`src/rtl/rgb_hsv_pkg.sv`:
```
// Shared constants and types for the RGB/HSV conversion pair.
// The HSV-to-RGB stage imports the same hue and saturation constants.
package rgb_hsv_pkg;

  typedef enum logic [1:0] {
    SEL_R = 2'd0,
    SEL_G = 2'd1,
    SEL_B = 2'd2
  } sel_t;

  localparam logic [8:0] HUE_SECTOR = 9'd60;
  localparam logic [8:0] HUE_G      = 9'd120;
  localparam logic [8:0] HUE_B      = 9'd240;
  localparam logic [8:0] HUE_WRAP   = 9'd360;
  localparam logic [8:0] SAT_FULL   = 9'd256;

  // magnitude of a signed channel difference (always fits 8 bits)
  function automatic logic [7:0] abs9(input logic signed [8:0] x);
    return 8'(x[8] ? -x : x);
  endfunction

endpackage

```
`src/rtl/rgb_maxmin.sv`:
```
// Combinational max/min, dominant channel select and signed hue numerator.
// Ties resolve R over G over B.
module rgb_maxmin
  import rgb_hsv_pkg::*;
(
  input  logic [7:0]        r,
  input  logic [7:0]        g,
  input  logic [7:0]        b,
  output logic [7:0]        max,
  output logic [7:0]        min,
  output sel_t              sel,
  output logic signed [8:0] num
);

  always_comb begin
    max = r;
    min = r;
    sel = SEL_R;
    num = 9'sd0;
    if (r >= g && r >= b) begin
      max = r;
      sel = SEL_R;
      num = $signed({1'b0, g}) - $signed({1'b0, b});
    end else if (g >= b) begin
      max = g;
      sel = SEL_G;
      num = $signed({1'b0, b}) - $signed({1'b0, r});
    end else begin
      max = b;
      sel = SEL_B;
      num = $signed({1'b0, r}) - $signed({1'b0, g});
    end
    if (g < min) min = g;
    if (b < min) min = b;
  end

endmodule

```
`src/rtl/rgb_hsv.sv`:
```
// Four-stage pipelined RGB888 to HSV converter with aligned vs/hs/de.
// Define RGB_HSV_DE_GATE_EN to zero h/s/v whenever the delayed de is low.
module rgb_hsv
  import rgb_hsv_pkg::*;
(
  input  logic       clk,
  input  logic       reset_n,
  input  logic [7:0] i_rgb_r,
  input  logic [7:0] i_rgb_g,
  input  logic [7:0] i_rgb_b,
  input  logic       vs,
  input  logic       hs,
  input  logic       de,
  output logic [8:0] hsv_h,
  output logic [8:0] hsv_s,
  output logic [7:0] hsv_v,
  output logic       hsv_vs,
  output logic       hsv_hs,
  output logic       hsv_de
);

  logic [7:0]        mm_max, mm_min;
  sel_t              mm_sel;
  logic signed [8:0] mm_num;

  logic [7:0]        s1_max, s1_min;
  sel_t              s1_sel;
  logic signed [8:0] s1_num;

  logic [7:0]        s2_max, s2_delta;
  sel_t              s2_sel;
  logic signed [8:0] s2_num;

  logic [5:0]        s3_frac;
  logic [8:0]        s3_sat;
  logic [7:0]        s3_max;
  sel_t              s3_sel;
  logic              s3_neg, s3_dz;

  logic [3:0]        vs_sr, hs_sr, de_sr;

  logic [13:0]       hue_prod;
  logic [15:0]       sat_prod;
  logic [7:0]        hue_div, sat_div;
  logic [5:0]        frac_c;
  logic [8:0]        sat_c;
  logic [8:0]        hue_c;
  logic [8:0]        frac9;

  rgb_maxmin u_maxmin (
    .r   (i_rgb_r),
    .g   (i_rgb_g),
    .b   (i_rgb_b),
    .max (mm_max),
    .min (mm_min),
    .sel (mm_sel),
    .num (mm_num)
  );

  // Dividers never see zero: the zero-delta / zero-max cases are forced instead.
  always_comb begin
    hue_prod = {6'b0, abs9(s2_num)} * {5'b0, HUE_SECTOR};
    sat_prod = {8'b0, s2_delta} * {7'b0, SAT_FULL};
    hue_div  = (s2_delta == 8'd0) ? 8'd1 : s2_delta;
    sat_div  = (s2_max == 8'd0) ? 8'd1 : s2_max;
    frac_c   = (s2_delta == 8'd0) ? 6'd0 : 6'(hue_prod / {6'b0, hue_div});
    sat_c    = (s2_max == 8'd0) ? 9'd0 : 9'(sat_prod / {8'b0, sat_div});
  end

  always_comb begin
    frac9 = {3'b0, s3_frac};
    hue_c = 9'd0;
    case (s3_sel)
      SEL_R:   hue_c = s3_neg ? (HUE_WRAP - frac9) : frac9;
      SEL_G:   hue_c = s3_neg ? (HUE_G - frac9) : (HUE_G + frac9);
      SEL_B:   hue_c = s3_neg ? (HUE_B - frac9) : (HUE_B + frac9);
      default: hue_c = 9'd0;
    endcase
    if (hue_c == HUE_WRAP || s3_dz) hue_c = 9'd0;
  end

  always_ff @(posedge clk or negedge reset_n) begin
    if (!reset_n) begin
      s1_max   <= 8'd0;
      s1_min   <= 8'd0;
      s1_sel   <= SEL_R;
      s1_num   <= 9'sd0;
      s2_max   <= 8'd0;
      s2_delta <= 8'd0;
      s2_sel   <= SEL_R;
      s2_num   <= 9'sd0;
      s3_frac  <= 6'd0;
      s3_sat   <= 9'd0;
      s3_max   <= 8'd0;
      s3_sel   <= SEL_R;
      s3_neg   <= 1'b0;
      s3_dz    <= 1'b0;
      hsv_h    <= 9'd0;
      hsv_s    <= 9'd0;
      hsv_v    <= 8'd0;
      vs_sr    <= 4'd0;
      hs_sr    <= 4'd0;
      de_sr    <= 4'd0;
    end else begin
      s1_max   <= mm_max;
      s1_min   <= mm_min;
      s1_sel   <= mm_sel;
      s1_num   <= mm_num;

      s2_max   <= s1_max;
      s2_delta <= s1_max - s1_min;
      s2_sel   <= s1_sel;
      s2_num   <= s1_num;

      s3_frac  <= frac_c;
      s3_sat   <= sat_c;
      s3_max   <= s2_max;
      s3_sel   <= s2_sel;
      s3_neg   <= s2_num[8];
      s3_dz    <= (s2_delta == 8'd0);

`ifdef RGB_HSV_DE_GATE_EN
      // de_sr[2] is the de that lands on hsv_de together with this result
      if (de_sr[2]) begin
        hsv_h <= hue_c;
        hsv_s <= s3_sat;
        hsv_v <= s3_max;
      end else begin
        hsv_h <= 9'd0;
        hsv_s <= 9'd0;
        hsv_v <= 8'd0;
      end
`else
      hsv_h <= hue_c;
      hsv_s <= s3_sat;
      hsv_v <= s3_max;
`endif

      vs_sr <= {vs_sr[2:0], vs};
      hs_sr <= {hs_sr[2:0], hs};
      de_sr <= {de_sr[2:0], de};
    end
  end

  assign hsv_vs = vs_sr[3];
  assign hsv_hs = hs_sr[3];
  assign hsv_de = de_sr[3];

endmodule

```
`config.mk`:
```
export PLATFORM = sky130hd
export DESIGN_NAME = rgb_hsv
export DESIGN_NICKNAME = d
export VERILOG_FILES = /design/src/rtl/rgb_hsv_pkg.sv /design/src/rtl/rgb_maxmin.sv /design/src/rtl/rgb_hsv.sv
export SDC_FILE = /design/constraint.sdc
export NUM_CORES = 1
export LEC_CHECK = 0
export ABC_CLOCK_PERIOD_IN_PS = 57600
export BUFFER_PORTS_ARGS = -buffer_cell sky130_fd_sc_hd__buf_2
export CORE_MARGIN = 3
export CORE_UTILIZATION = 43
export DETAILED_ROUTE_END_ITERATION = 8
export PLACE_DENSITY_LB_ADDON = 0.1
export REMOVE_ABC_BUFFERS = 1
export SETUP_SLACK_MARGIN = 0.1
export SLEW_MARGIN = 5
export SYNTH_ARGS = -nofsm -noshare
export SYNTH_HDL_FRONTEND = slang
export SYNTH_SLANG_ARGS = --single-unit
```
`constraint.sdc`:
```
create_clock -name clk -period 57.6 [get_ports clk]
set_clock_uncertainty 0.15 [all_clocks]
set_input_delay 17.28 -clock clk [delete_from_list [all_inputs] [get_ports clk]]
set_output_delay 17.28 -clock clk [all_outputs]
set_load 0.005 [all_outputs]
```
Word-level counts from Yosys, hierarchy flattened
Cells that the tools add are included.
Widths: inputs -> output; s select.
{ "op_classes": {"addsub": 10, "reduce_logical": 5, "multipliers": 1, "div_mod_pow": 2, "n_eq_ne": 3, "mux": 18, "n_lt_le_gt_ge": 5} }
{ "op_table": {"columns": ["op", "count"], "rows": [
  ["$mux 9", 7],
  ["$mux 8", 7],
  ["$pmux 9 s3", 1],
  ["$sub 8x8->9", 3],
  ["$ge 8x8->1", 3],
  ["$div 16x8->16", 1],
  ["$logic_not 8->1", 2],
  ["$lt 8x8->1", 2],
  ["$div 14x8->14", 1],
  ["$mul 8x4->12 const B", 1],
  ["$add 8x6->9 const A", 1],
  ["$eq 9x9->1 const B", 1],
  ["$sub 8x6->9 const A", 1],
  ["$sub 9x6->9 const A", 1],
  ["$add 7x6->8 const A", 1],
  ["$neg 8->8", 1],
  ["$sub 7x6->8 const A", 1],
  ["$sub 8x8->8", 1],
  ["$mux 6", 1],
  ["$mux 2", 2],
  ["$eq 2x1->1 const B", 1],
  ["$eq 2x2->1 const B", 1],
  ["$logic_not 2->1", 1],
  ["$logic_and 1x1->1", 1],
  ["$logic_or 1x1->1", 1]
]} }
{ "word_totals": {"output_inout_bits": 29, "regBits": 119, "input_bits": 29} }

Logic depth before layout (Yosys ltp)
Gate-level depths: netlist (run 1).
{ "depth": {"depth_word": 6, "mapped_depth": 155, "depth_no_buf": 151} }

Modules after synthesis
From an unflattened synthesis (run 1), not the netlist that was laid out.
{ "unflattened": {"hier_cells": 2083, "area_unflattened_um2": 16649.7} }
{ "by_module_without_submodules": {"columns": ["module", "area_per_inst_um2", "instances", "seq_area_each_um2", "cells_per_inst"], "rows": [
  ["rgb_hsv", 14757.9, 1, 2977.9, 1814],
  ["rgb_maxmin", 1891.8, 1, 0.0, 269]
]} }

Worst setup path before layout (run 1)
OpenSTA, ideal clock, no wires.
{ "synth_timing": {"path_kind": "register to register", "from": "register s2_max[5]", "to": "register s3_sat[0]", "t_required_ps": 57307, "arrival_time_ps": 28512, "setup_slack_ps": 28795, "path_stages_with_launch": 147, "setup_time_ps": 143, "cell_sequence": "dfrtp_1 > nor4_4 > nand2_2 > nand2b_1 > buf_4 > inv_2 > buf_2 > clkbuf_1 > clkbuf_1 > ha_1 > or4b_2 > and4_1 > o22a_1 > ha_1 > nand4b_1 > o41ai_2 > o21ai_1 > a21o_1 > [111 not listed] > a21oi_1 > o21bai_1 > inv_1 > o221ai_1 > nand3b_1 > or2_1 > buf_4 > mux2_4 > ha_1 > a21o_1 > a21o_1 > a21oi_1 > o21ai_0 > a21oi_1 > o311ai_0 > a21oi_1 > and3_1 > a21oi_1"} }
{ "synth_via": {"elab_chain_len": 4} }
{ "synth_rtl": {"columns": ["element", "line", "rtl"], "rows": [
  ["from (decl)", "rgb_hsv.sv:30", "logic [7:0] s2_max, s2_delta;"],
  ["from (signal assigned)", "rgb_hsv.sv:110", "s2_max <= s1_max;"],
  ["$logic_not 8->1", "rgb_hsv.sv:65, rgb_hsv.sv:67", null],
  ["$mux 8", "rgb_hsv.sv:65", "sat_div = (s2_max == 8'd0) ? 8'd1 : s2_max;"],
  ["$div 16x8->16", "rgb_hsv.sv:67", "sat_c = (s2_max == 8'd0) ? 9'd0 : 9'(sat_prod / {8'b0, sat_div});"],
  ["$mux 9 *", "rgb_hsv.sv:67", null],
  ["named net sat_c[0]", "rgb_hsv.sv:46", "logic [8:0] sat_c;"],
  ["to (signal assigned)", "rgb_hsv.sv:116", "s3_sat <= sat_c;"],
  ["to (decl)", "rgb_hsv.sv:35", "logic [8:0] s3_sat;"]
]} }
The timed path passes the listed nets; every way through them passes the cells marked *.

Worst setup path in the final report (run 1)
{ "layout_timing": {"from": "register s2_max[7]", "to": "register s3_sat[0]"} }
The elaborated chain is that of the path after synthesis.

==> results of run 1 <==
[worst paths after layout]
path	start	to	slack [ns]	cells after the start
max in group asynchronous	reset_n	s3_max[2]	39.48	2
min in group asynchronous	reset_n	s1_min[2]	16.66	1
min reg2reg	s3_max[6]	hsv_v[6]	0.19	0
max	s2_max[7]	s3_sat[0]	24.41	137
max reg2reg	s2_max[7]	s3_sat[0]	24.41	137
min	s3_max[6]	hsv_v[6]	0.19	0
[cells by family after synthesis]
| kind of cell | count (synthesis) | share of synthesized area |
|---|---|---|
| compound gates | 654 | 0.265 |
| mux | 66 | 0.0437 |
| xor+xnor | 107 | 0.0562 |
| fa+ha+maj | 257 | 0.201 |
| flops | 119 | 0.179 |
| simple gates | 671 | 0.210 |
| buf+inv | 195 | 0.0452 |
[layout make-up]
class                   instances  area (sq um)
well taps                     511           639
fillers                      3749         19800
clock inverters                14           164
clock buffers                  18           439
inverters                     151           567
multi-input cells            1755         12900
flip-flops and latches        119          2980
repair buffers                 69           382
[routing by layer]
layer	track usage	up-vias	routed length [microns]
li1	-	7739	-
met1	0.302	7194	21300
met2	0.363	286	20700
met3	0.0257	77	1660
met4	0.0728	0	1180
met5	0	-	0
[cells in the final DEF (no fill, tap or decap), drive strengths merged, types with 15 or more instances in the layout]
master / instances
a211oi: 27
a21boi: 15
a21o: 67
a21oi: 156
buf: 69
clkbuf: 18
dfrtp: 119
fa: 19
ha: 238
inv: 157
mux2: 42
mux2i: 24
nand2: 118
nand2b: 54
nand3: 35
nand4: 18
nor2: 188
nor2b: 37
nor3: 94
o21a: 80
o21ai: 143
o31ai: 29
or2: 17
or3: 25
xnor2: 74
xor2: 33
[flip-flops by register name, indices dropped and copies added (netlist names)]
signal / flops
hs_sr: 4
hsv_v: 8
s3_sat: 9
vs_sr: 4
s3_sel: 2
s2_num: 9
s2_delta: 8
s2_max: 8
s1_min: 8
s1_sel: 2
s3_neg: 1
s3_frac: 6
de_sr: 4
hsv_h: 9
s3_dz: 1
hsv_s: 9
s1_num: 9
s1_max: 8
s3_max: 8
s2_sel: 2
[through the flow]
step	hold WS [ns]	instances	area, sq um	setup slack [ns]
CTS	0.193	2637	18100	24.61
global placement	0.182	2605	17500	25.46
detailed placement	0.185	2605	17500	24.69
floorplan	0.181	2025	16500	28.74
finish	0.191	2637	18100	24.41
global route	0.201	2637	18100	20.95
==> metrics, run 1 <==
status=finished clean; total grt overflow=0; number of vias after detailed routing=15,296; setup repair after global routing missed its margin=false; maximum number of pins on one net before global-route repair=62; top post-synthesis cells by area=dfrtp_1, ha_1, a21oi_1; Layout Area Growth over Synthesis=8.64%; utilization after layout=0.478; critical path data arrival time=33.31 ns; total of warnings raised by yosys=0; initial antenna violation count=1; clock input transition at the sequential cells of the worst setup and hold paths=0.07 ns; total of cells resized after clock tree synthesis=0; top-area cell type share of the netlist area=0.179; worst-path maximum fanout=35; detailed-route wire length per cell=17.0 microns; total of hold buffers inserted after clock tree synthesis=0; H-Tree Level Count=4; mean instance size in the synthesized netlist=8.06 sq um; number of cell rows=71; Tightest Hold Check Type=reg2reg; TritonCTS clock tree=built; DRC violation count after routing=0; share of async-settable or async-resettable flops after synthesis=1.00; library cell with the highest instance count after synthesis=ha_1; worst-case clock buffer depth=2; Top Family by Delay on Critical Path=compound AO/OA/AOI/OAI gates; Period Utilization, post-route=0.576; area inside the core boundary=0.0379 sq mm; Net count, final=2,399; root buffer cell=clkbuf_16; EDFF count, synth=0; normalized max-slew margin=0.300; gate count after technology mapping=2,069; cell type with the highest occurrence count on the critical path=o21ai_0; final worst path period need=33.19 ns; Initial Utilization=0.440; total count of max-transition violations in the final report=0; count of antenna-violating nets left after detailed routing=0; cell at the slowest stage of the critical path=nor4_4; I/O pin count=58; total negative slack=0 ns; sum of buffers and inverters on the critical path=3; layout cell share with drive strength beyond 1=0.101; type of the worst setup path=reg2reg; type of destination of the critical path=flip-flop; number of max-cap violations=0; Slowest Stage Delay on Critical Path=0.76 ns; Seq cells post-synth=119; Post-Syn Area=0.0167 sq mm; DPL Wire Length=35.5 mm; GRT Resource Usage Total=0.220; antenna diode count=0; sequential fraction of the synthesis area=0.179; fmax=0.0301 GHz; clock buffers created by TritonCTS=17; Iter 0 DRT Violations=836; top post-synthesis cells by count=ha_1, nor2_1, a21oi_1; Post-Route WL=44.9 mm; first-pass GRT wire length=75.1 mm; number of input and output port buffers inserted=57; total iterations of the first detailed-routing run=5; Skew-Pair Late Insertion Delay=0.45 ns; horizontal extent of the die=203 microns; crit start category=flip-flop; Post-CTS Setup Inserts=0; required arrival time at the worst endpoint=57.72 ns; Total Die Area=0.0412 sq mm; post-synth top area cell=dfrtp_1; Unique masters post-synth=105; weighted congestion at the end of routability-driven global placement=0.895; drt via density=5.80; Setup Viol. Count Final=0; number of clock sinks=119; Worst Tran Pin Value=1.05 ns; predominant post-synthesis flop cell=dfrtp_1; Hold Fails Final Rpt=0; die height=203 microns; vias in the first global route=14,882
Power of run 1 is not shown: default switching activity piles up to over one toggle a cycle in this logic, so the estimate is an artifact.
==> inputs of run 2 (changes only) <==
- ABC_CLOCK_PERIOD_IN_PS: 57600 -> 28700
- clock period: 57.6 -> 28.7 ns (I/O delays scaled with it)
==> metrics, run 2 (same netlist as run 1, synthesis figures left out) <==
total count of max-transition violations in the final report=0 (unchanged); maximum number of pins on one net before global-route repair=84 (+35%); I/O pin count=58 (unchanged); number of max-cap violations=0 (unchanged); Hold Fails Final Rpt=0 (unchanged); clock input transition at the sequential cells of the worst setup and hold paths=0.07 ns (about the same); cell type with the highest occurrence count on the critical path=ha_1; Initial Utilization=0.440 (unchanged); total negative slack=0 ns (unchanged); total iterations of the first detailed-routing run=5 (unchanged); Layout Area Growth over Synthesis=19.3%; Setup Viol. Count Final=0 (unchanged); origin of the critical flop-to-flop path=s2_max[4]; final worst path period need=27.28 ns (-5.91 ns); end of the worst register-to-register path=s3_sat[0]; number of cell rows=71 (unchanged); DPL Wire Length=36.7 mm (+3.5%); number of clock sinks=119 (unchanged); worst-case clock buffer depth=2 (unchanged); worst hold endpoint=s2_num[7]; Worst Tran Pin Value=1.04 ns (-0.00342 ns); area inside the core boundary=0.0379 sq mm (unchanged); type of destination of the critical path=flip-flop; drt via density=5.75 (-0.89%); critical path data arrival time=27.42 ns (-5.89 ns); worst-case reg-to-reg path depth=138 (+0.73%); fmax=0.0367 GHz (+22%); first-pass GRT wire length=76.7 mm (+2.2%); H-Tree Level Count=4 (unchanged); total grt overflow=0 (unchanged); final cell count without fillers=2,776 (+5.3%); weighted congestion at the end of routability-driven global placement=0.851 (-4.9%); layout cell share with drive strength beyond 1=0.203 (+0.102); final-layout fill cell count=3,575 (-4.6%); most common cell after layout, fill and taps aside=ha_1; number of input and output port buffers inserted=57 (unchanged); DRC violation count after routing=0 (unchanged); Total Die Area=0.0412 sq mm (unchanged); total of hold buffers inserted after clock tree synthesis=0 (unchanged); Post-Route WL=48.0 mm (+6.9%); root buffer cell=clkbuf_16; Net count, final=2,538 (+5.8%); Hold Crit Depth=0 (unchanged); Period Utilization, post-route=0.951 (+0.374); Skew-Pair Late Insertion Delay=0.45 ns (about the same); vias in the first global route=15,191 (+2.1%); normalized max-slew margin=0.305 (+0.00486); cell at the slowest stage of the critical path=or4b_2; clock buffers created by TritonCTS=17 (unchanged); detailed-route wire length per cell=17.3 microns (+1.6%); initial antenna violation count=1 (unchanged); count of antenna-violating nets left after detailed routing=0 (unchanged); required arrival time at the worst endpoint=28.84 ns (-28.88 ns); die height=203 microns (unchanged); min-delay src=s1_num[7]; most frequent cells in the layout=ha_1, nor2_1, inv_1; number of vias after detailed routing=15,959 (+4.3%); GRT Resource Usage Total=0.226 (+0.00591); crit start category=flip-flop; placed cell count=2,683 (+3.0%); horizontal extent of the die=203 microns (unchanged); flop-to-flop setup slack=1.42 ns (-22.99 ns); worst-path maximum fanout=8 (-77%); status=finished clean; TritonCTS clock tree=built; Slowest Stage Delay on Critical Path=0.63 ns (-0.13 ns); setup repair after global routing missed its margin=true; antenna diode count=0 (unchanged); Iter 0 DRT Violations=873 (+4.4%); type of the worst setup path=reg2reg; Tightest Hold Check Type=reg2reg
[run 2: what timing repair did]
item | in CTS | in global routing
pin swaps | 8 | 69
buffers inserted | 5 | 55
cloned | 0 | 1
resized for setup | 30 | 143
endpoints found under the setup margin | 2 | 4
[run 2: layer usage]
layer / GRT usage / wire length [microns]
met1: 0.306 / 22300
met2: 0.387 / 23000
met3: 0.0260 / 1850
met4: 0.0557 / 799
met5: 0 / 0
[run 2: cell type report]
type                    count  area [sq um]  area share
flip-flops and latches    119          2980       0.150
multi-input cells        1756         13700       0.686
inverters                 151           567      0.0285
repair buffers            207          1430      0.0720
well taps                 511           639      0.0321
clock inverters            14           188     0.00943
clock buffers              18           439      0.0221
[run 2: stage by stage]
stage / utilization / cell area, sq um / setup WS, ns / hold WS, ns
3_3_place_gp: 0.477 / 18100 / -0.0628 / 0.181
2_1_floorplan: - / 16500 / -0.165 / 0.181
4_1_cts: 0.498 / 18900 / 0.0740 / 0.195
6_report: 0.525 / 19900 / 1.42 / 0.196
3_5_place_dp: 0.477 / 18100 / -0.704 / 0.185
5_1_grt: 0.525 / 19900 / -0.114 / 0.196
[run 2: worst max path at each step]
stage / end / slack, ns / start
3_3_place_gp: s3_sat[0] / -0.06 / s2_max[5]
3_5_place_dp: s3_frac[0] / -0.70 / s2_num[0]
4_1_cts: s3_frac[0] / 0.07 / s2_num[0]
5_1_grt: s3_sat[0] / -0.11 / s2_max[4]
6_report: s3_sat[0] / 1.42 / s2_max[4]
2_1_floorplan: s3_sat[0] / -0.17 / s2_max[5]
[run 2: critical path: cells and delay by family (launching register included)]
family                   cells  cell delay [ns]
AO/OA/AOI/OAI               76            13.15
AND/OR/NAND/NOR             34             6.56
adder cells (fa/ha/maj)     15             4.30
buffers and inverters       10             1.43
multiplexers                 3             1.04
flip-flops                   1             0.44
Power of run 2 is left out for the same reason.
